## config.mk

```make
export PLATFORM = sky130hd
export DESIGN_NAME = lc2k_prog_loader
export DESIGN_NICKNAME = d
export VERILOG_FILES = /design/src/rtl/lc2k_prog_loader.sv
export SDC_FILE = /design/constraint.sdc
export NUM_CORES = 1
export LEC_CHECK = 0
export BUFFER_PORTS_ARGS = -buffer_cell sky130_fd_sc_hd__buf_2
export CAP_MARGIN = 15
export CORE_MARGIN = 2
export CORE_UTILIZATION = 52
export CTS_CLUSTER_DIAMETER = 100
export CTS_CLUSTER_SIZE = 25
export DETAILED_ROUTE_END_ITERATION = 8
export PLACE_DENSITY_LB_ADDON = 0.1
export SYNTH_ARGS = -nofsm -noshare
export SYNTH_HDL_FRONTEND = slang
export SYNTH_SLANG_ARGS = --single-unit
```

## constraint.sdc

```tcl
create_clock -name clk -period 1.5 [get_ports clk]
set_input_delay 0.075 -clock clk [delete_from_list [all_inputs] [get_ports clk]]
set_output_delay 0.075 -clock clk [all_outputs]
set_load 0.005 [all_outputs]
```

## src/rtl/lc2k_prog_loader.sv

```systemverilog
// lc2k_prog_loader: assembles a big-endian byte stream into 32-bit words and writes the LC2K instruction memory.
// Latency: mem_we pulses the cycle after a word's 4th byte is accepted; done pulses the cycle after the last write.
// Backpressure: in_ready is low outside LEN/DATA/CSUM and during every write cycle, so at most 4 bytes per 5 cycles.
// Optional: define LC2K_LOADER_CSUM_EN to require a trailing 32-bit additive checksum after the data words.
module lc2k_prog_loader #(
    parameter int ADDR_W    = 4,
    parameter int MAX_WORDS = 10
) (
    input  logic              clk,
    input  logic              rst_n,
    input  logic              start,
    input  logic              in_valid,
    input  logic [7:0]        in_data,
    output logic              in_ready,
    output logic              mem_we,
    output logic [ADDR_W-1:0] mem_addr,
    output logic [31:0]       mem_wdata,
    output logic              cpu_hold,
    output logic              done,
    output logic              err,
    output logic [ADDR_W:0]   words_loaded
);

    localparam logic [31:0] MAX_N = 32'(MAX_WORDS);

    typedef enum logic [2:0] {
        S_IDLE,
        S_LEN,
        S_DATA,
        S_CSUM,
        S_DONE,
        S_ERR
    } state_t;

    state_t              state_q, state_d;
    logic [1:0]          byte_cnt_q, byte_cnt_d;
    logic [31:0]         shift_q, shift_d;
    logic [31:0]         len_q, len_d;
    logic                mem_we_q, mem_we_d;
    logic [ADDR_W-1:0]   mem_addr_q, mem_addr_d;
    logic [31:0]         mem_wdata_q, mem_wdata_d;
    logic                cpu_hold_q, cpu_hold_d;
    logic                done_q, done_d;
    logic                err_q, err_d;
    logic [ADDR_W:0]     words_loaded_q, words_loaded_d;
`ifdef LC2K_LOADER_CSUM_EN
    logic [31:0]         acc_q, acc_d;
`endif

    logic                accept;
    logic [31:0]         word;
    logic                last_byte;

    // in_ready decodes only state and the write-cycle flag, never in_valid
    always_comb begin
        in_ready = ((state_q == S_LEN) || (state_q == S_DATA) || (state_q == S_CSUM)) && !mem_we_q;
    end

    // Next-state, byte assembly and registered-output computation
    always_comb begin
        accept         = in_valid && in_ready;
        word           = {shift_q[23:0], in_data};
        last_byte      = accept && (byte_cnt_q == 2'd3);

        state_d        = state_q;
        byte_cnt_d     = byte_cnt_q;
        shift_d        = shift_q;
        len_d          = len_q;
        mem_we_d       = 1'b0;
        mem_addr_d     = mem_addr_q;
        mem_wdata_d    = mem_wdata_q;
        cpu_hold_d     = cpu_hold_q;
        done_d         = 1'b0;
        err_d          = err_q;
        words_loaded_d = words_loaded_q;
`ifdef LC2K_LOADER_CSUM_EN
        acc_d          = acc_q;
`endif

        if (accept) begin
            shift_d    = word;
            byte_cnt_d = byte_cnt_q + 2'd1;
        end

        case (state_q)
            S_IDLE: begin
                // A byte presented alongside start is not consumed: in_ready is low here
                if (start) begin
                    state_d        = S_LEN;
                    cpu_hold_d     = 1'b1;
                    err_d          = 1'b0;
                    words_loaded_d = '0;
                    byte_cnt_d     = 2'd0;
`ifdef LC2K_LOADER_CSUM_EN
                    acc_d          = '0;
`endif
                end
            end

            S_LEN: begin
                if (last_byte) begin
                    len_d = word;
                    if (word == 32'd0) begin
`ifdef LC2K_LOADER_CSUM_EN
                        state_d = S_CSUM;
`else
                        state_d = S_DONE;
                        done_d  = 1'b1;
`endif
                    end else if (word > MAX_N) begin
                        // Oversize programs are rejected before any write happens
                        state_d    = S_ERR;
                        err_d      = 1'b1;
                        cpu_hold_d = 1'b0;
                    end else begin
                        state_d = S_DATA;
                    end
                end
            end

            S_DATA: begin
                if (mem_we_q) begin
                    // Write cycle: words_loaded already counts this word
                    if (32'(words_loaded_q) == len_q) begin
`ifdef LC2K_LOADER_CSUM_EN
                        state_d = S_CSUM;
`else
                        state_d = S_DONE;
                        done_d  = 1'b1;
`endif
                    end
                end else if (last_byte) begin
                    mem_we_d       = 1'b1;
                    mem_addr_d     = words_loaded_q[ADDR_W-1:0];
                    mem_wdata_d    = word;
                    words_loaded_d = words_loaded_q + 1'b1;
`ifdef LC2K_LOADER_CSUM_EN
                    acc_d          = acc_q + word;
`endif
                end
            end

`ifdef LC2K_LOADER_CSUM_EN
            S_CSUM: begin
                if (last_byte) begin
                    if (word == acc_q) begin
                        state_d = S_DONE;
                        done_d  = 1'b1;
                    end else begin
                        // Data already written stays in memory
                        state_d    = S_ERR;
                        err_d      = 1'b1;
                        cpu_hold_d = 1'b0;
                    end
                end
            end
`endif

            S_DONE: begin
                state_d    = S_IDLE;
                cpu_hold_d = 1'b0;
            end

            S_ERR: begin
                state_d = S_IDLE;
            end

            default: begin
                state_d = S_IDLE;
            end
        endcase
    end

    // State and output registers; reset aborts any load in progress
    always_ff @(posedge clk or negedge rst_n) begin
        if (!rst_n) begin
            state_q        <= S_IDLE;
            byte_cnt_q     <= 2'd0;
            shift_q        <= '0;
            len_q          <= '0;
            mem_we_q       <= 1'b0;
            mem_addr_q     <= '0;
            mem_wdata_q    <= '0;
            cpu_hold_q     <= 1'b0;
            done_q         <= 1'b0;
            err_q          <= 1'b0;
            words_loaded_q <= '0;
`ifdef LC2K_LOADER_CSUM_EN
            acc_q          <= '0;
`endif
        end else begin
            state_q        <= state_d;
            byte_cnt_q     <= byte_cnt_d;
            shift_q        <= shift_d;
            len_q          <= len_d;
            mem_we_q       <= mem_we_d;
            mem_addr_q     <= mem_addr_d;
            mem_wdata_q    <= mem_wdata_d;
            cpu_hold_q     <= cpu_hold_d;
            done_q         <= done_d;
            err_q          <= err_d;
            words_loaded_q <= words_loaded_d;
`ifdef LC2K_LOADER_CSUM_EN
            acc_q          <= acc_d;
`endif
        end
    end

    // Registered outputs
    always_comb begin
        mem_we       = mem_we_q;
        mem_addr     = mem_addr_q;
        mem_wdata    = mem_wdata_q;
        cpu_hold     = cpu_hold_q;
        done         = done_q;
        err          = err_q;
        words_loaded = words_loaded_q;
    end

endmodule

```

# == After elaboration in Yosys (flattened, before gate mapping) ==
# Index checks and enable logic that the tools add are counted.
# totals
word_cells,78
regBits,106
output_inout_bits,46
inputBits,12
# classes
n_eq_ne,14
n_lt_le_gt_ge,1
addsub,2
n_bitwise,1
n_reduce_logical,17
mux,32
# ops
op,count
$eq 5x32->1,1
$gt 32x4->1 const B,1
$logic_not 32->1,1
$mux 3,6
$mux 1,15
$mux 5,3
$ne 2x2->1 const B,6
$pmux 5 s2,1
$reduce_and 5->1,2
$pmux 3 s3,1
$reduce_and 4->1,2
$eq 3x2->1 const B,2
$mux 2,3
$add 5x1->5 const B,1
$ne 2x1->1 const B,2
$pmux 1 s2,2
$reduce_bool 2->1,2
$eq 3x1->1 const B,1
$eq 3x3->1 const B,1
$logic_and 1x1->1,3
$logic_not 3->1,1
$pmux 1 s3,1
$reduce_and 3->1,1
$reduce_bool 3->1,1
other kinds (6),7

# == Logic depth before layout (Yosys ltp) ==
# depth
word_depth,9
mapped_depth,8
ltp_nobuf,7

# == Worst setup path after synthesis ==
# Ideal clock, no wire load.
# synth_timing
path_kind,reg2reg
startpoint,register byte_cnt_q[0]
endpoint,register state_q[1]
required_time_ns,1.375
t_arrival_ns,1.570
period_less_slack_ns,1.695
stages_incl_launch_ff,7
n_path_buf,0
path_slack_ns,-0.195
setup_time_ns,0.125
path_cell_list,dfrtp_1 > ha_1 > and4bb_2 > mux2i_1 > a21oi_1 > a21oi_2 > mux2_2
# synth_between
elab_chain_cells,4
# synth_rtl
item,line_no,text
start: declaration,36,"logic [1:0] byte_cnt_q, byte_cnt_d;"
start signal: assignment,193,byte_cnt_q <= byte_cnt_d;
$eq 2x2->1,63,last_byte = accept && (byte_cnt_q == 2'd3);
$logic_and 1x1->1,63,
$ne 2x2->1 (no source line),n/a,
$reduce_and 4->1 (no source line),n/a,
end signal: assignment,192,state_q <= state_d;
end: declaration,35,"state_t state_q, state_d;"
# No other way between the ends.
# A chain may end at the register's enable or synchronous reset.

# == Final worst setup path ==
# Ends and elaborated chain as after synthesis.

==> results.py <==
metrics = {
    "outcome": {
        "status": "complete, but fails checks",
        "violations": "setup timing",
    },
    "min_path": {
        "worstHoldStart": "in_data[7]",
        "holdPathEnd": "mem_wdata[7]",
        "holdPathStages": 4,
        "hold_class": "primary input to flop",
    },
    "synth": {
        "synth_top_cell_area_share_pct": 59.2,
        "yosys_register_bits": 106,
        "syn_area_sq_um": 4480,
        "synthFlopType": "dfrtp_1",
        "async_flop_share_pct": 100,
        "syn_nets": 381,
        "synth_area_leaders": "dfrtp_1 (59%), nand2_1 (9.6%), mux2_4 (9.4%)",
        "syn-mean-instance-area_sq_um": 12.2,
        "synth-edff-count": 0,
        "yosys.area.top_type": "dfrtp_1",
        "yosys_warnings": 0,
        "synth.distinct_cells": 39,
        "syn_inst": 367,
        "ys_seq_area_share_pct": 59.2,
    },
    "sta": {
        "layout_min_cycle_time_ns": 1.72,
        "drv_slew": 0,
        "rsz0062_at_grt": "true",
        "skew_ns": 0.0194,
        "period_share_pct": 115,
        "hold_viol_final": 0,
        "worst_slew_pin_slew_ns": 0.403,
        "setup_viol": 105,
        "slew_headroom_pct": 73.2,
        "fmax_mhz": 581,
        "setup_slack_ns": -0.220,
    },
    "route": {
        "drtAntennaViolNets": 0,
        "vias": 3313,
        "first_pass_iters": 5,
        "vias_per_cell": 5.33,
        "routed_wl_um": 11700,
        "post-route-drc-count": 0,
        "drtIter0Drc": 156,
        "routedWlPerCell_um": 18.9,
    },
    "placement": {
        "dp_hpwl_um": 6830,
        "gp_congestion": 0.885,
        "io_buffers": 57,
        "dpl.cell_count": 576,
    },
    "clock_tree": {
        "numClockSinks": 106,
        "cts_tree": "built",
        "clk_pin_slew_ns": 0.11,
        "clockBufferDepth": 2,
        "clk_latency_ns": 0.39,
        "cts_root_buf": "clkbuf_8",
        "htree_levels": 3,
        "cts_buffers": 9,
    },
    "floorplan": {
        "fp.dieW_um": 96.8,
        "die-area_sq_um": 9380,
        "core_area_sq_um": 8300,
        "fp-row-count": 33,
        "pin_count": 58,
        "start_util_pct": 54.0,
        "die_h_um": 96.8,
    },
    "critical_path": {
        "timing.rr.start": "byte_cnt_q[0]",
        "end_kind": "flop",
        "worstPathRequired_ns": 1.78,
        "r2r_cells": 6,
        "cp_max_fo": 4,
        "crit_path_start_kind": "flop",
        "worstSetupPathType": "flop to flop",
        "rr_endpoint": "state_q[1]",
        "cp.arrival_ns": 2.00,
        "rrSetupSlack_ns": -0.22,
    },
    "final_layout": {
        "nNetsFinal": 525,
        "area_delta_synth_final_pct": 40.7,
        "drive_gt1_share_pct": 57.9,
        "layout_common_cells": "dfrtp_1 (106), buf_4 (63), nand2_1 (60)",
        "antenna_cells": 0,
        "layout_commonest_cell": "dfrtp_1",
        "stdcell_count": 621,
    },
    "pwr": {
        "clkPwrFrac_pct": 19.4,
        "ir_drop_uv": 949,
        "power_uw": 9610,
        "power_frac_comb_pct": 37.6,
        "netSwitchingPower_uw": 3260,
        "p_per_area_nw_per_um2": 1520,
        "sequentialPowerShare_pct": 42.9,
        "internal-power_uw": 6350,
        "p_leak_uw": 0.00346,
        "switching_share_pct": 33.9,
    },
    "global_routing": {
        "track_usage_pct": 23.3,
        "grt_pass1_wl_um": 17300,
        "grt_max_degree": 46,
        "antenna_found_initial": 0,
        "first_global_vias": 3250,
        "overflow": 0,
    },
    "flow_run": {
        "drv_cap": 0,
    },
}
## critical path, stage by stage (launching register included)
cell	delay (ns)
dfrtp_1	0.40
ha_2	0.19
and4bb_2	0.26
mux2i_2	0.18
a21oi_2	0.09
a21oi_2	0.19
mux2_4	0.31
## area by class of cell
| class | count | area [sq um] |
|---|---|---|
| clock inverters | 7 | 81.3 |
| fillers | 529 | 1990 |
| well taps | 105 | 131 |
| flip-flops and latches | 106 | 2650 |
| inverters | 1 | 11.3 |
| clock buffers | 9 | 124 |
| repair buffers | 148 | 1240 |
| multi-input cells | 245 | 2070 |
## per-layer routing
layer | wire [um] | track usage [%]
met4 | 233 | 6.61
met1 | 5140 | 33.4
met2 | 5670 | 35.5
met5 | 0 | 0
met3 | 676 | 6.07
## what timing repair did
item                                   4_1_cts  5_1_grt
hold buffers                                 9        0
endpoints found under the hold margin      109        0
pin swaps                                    9       64
setup endpoints to repair                  103      106
cloned                                       1        6
setup buffers                                8        7
gates resized for setup                     20       89
## worst max path at each step
stage	depth (start not counted)	from	slack, ns	to
floorplan	6	byte_cnt_q[0]	-0.11	state_q[1]
CTS	6	byte_cnt_q[1]	-0.19	state_q[1]
finish	6	byte_cnt_q[0]	-0.22	state_q[1]
global route	7	len_q[22]	-0.29	state_q[2]
global placement	6	len_q[22]	-0.16	state_q[1]
detailed placement	5	len_q[7]	-0.19	state_q[1]
## synthesized netlist by cell type, drive strengths merged, types with 2 or more instances
library cell / n
a21o: 3
a21oi: 6
and2: 2
buf: 13
clkbuf: 2
dfrtp: 106
ha: 2
mux2: 57
nand2: 115
nand3: 4
nand4: 7
nor2: 8
nor3: 2
nor4: 14
nor4b: 2
o21ai: 5
xnor2: 5
xor2: 4
## kinds of logic (layout without fill, tap and decap cells)
kind of cell    Yosys count  after routing  share of synthesized area (%)
simple gates            159            159                           16.3
flops                   106            106                           59.2
mux                      58             58                           16.9
compound gates           17             17                           2.51
buf+inv                  16            165                           2.74
xor+xnor                  9              9                           1.76
fa+ha+maj                 2              2                          0.558
## power by group through the flow
| stage | combinational (uW) | clock (uW) | sequential [uW] |
|---|---|---|---|
| floorplan | 1600 | 0 | 4050 |
| global placement | 3060 | 0 | 4010 |
| detailed placement | 3130 | 0 | 4040 |
| CTS | 3330 | 1880 | 4060 |
| global route | 3830 | 2000 | 4190 |
| finish | 3620 | 1870 | 4130 |
## registers in the layout, summed over array words and instances, names as in the netlist
signal / count
state_q: 3
cpu_hold: 1
len_q: 32
byte_cnt_q: 2
mem_wdata: 32
done: 1
err: 1
shift_q: 24
words_loaded: 5
mem_addr: 4
mem_we: 1
## through the flow
step                utilization, %  hold slack, ns  setup TNS [ns]  cell area [sq um]  setup slack [ns]
CTS                           70.5          0.0345           -8.54               5850            -0.191
floorplan                        -          -0.221           -2.32               4520            -0.109
finish                        76.0          0.0380          -13.27               6310            -0.220
detailed placement            64.5          0.0345           -5.30               5350            -0.188
global route                  76.0          0.0466          -17.94               6310            -0.286
global placement              64.5          0.0235           -4.00               5350            -0.164
(Power assumes the default switching activity.)
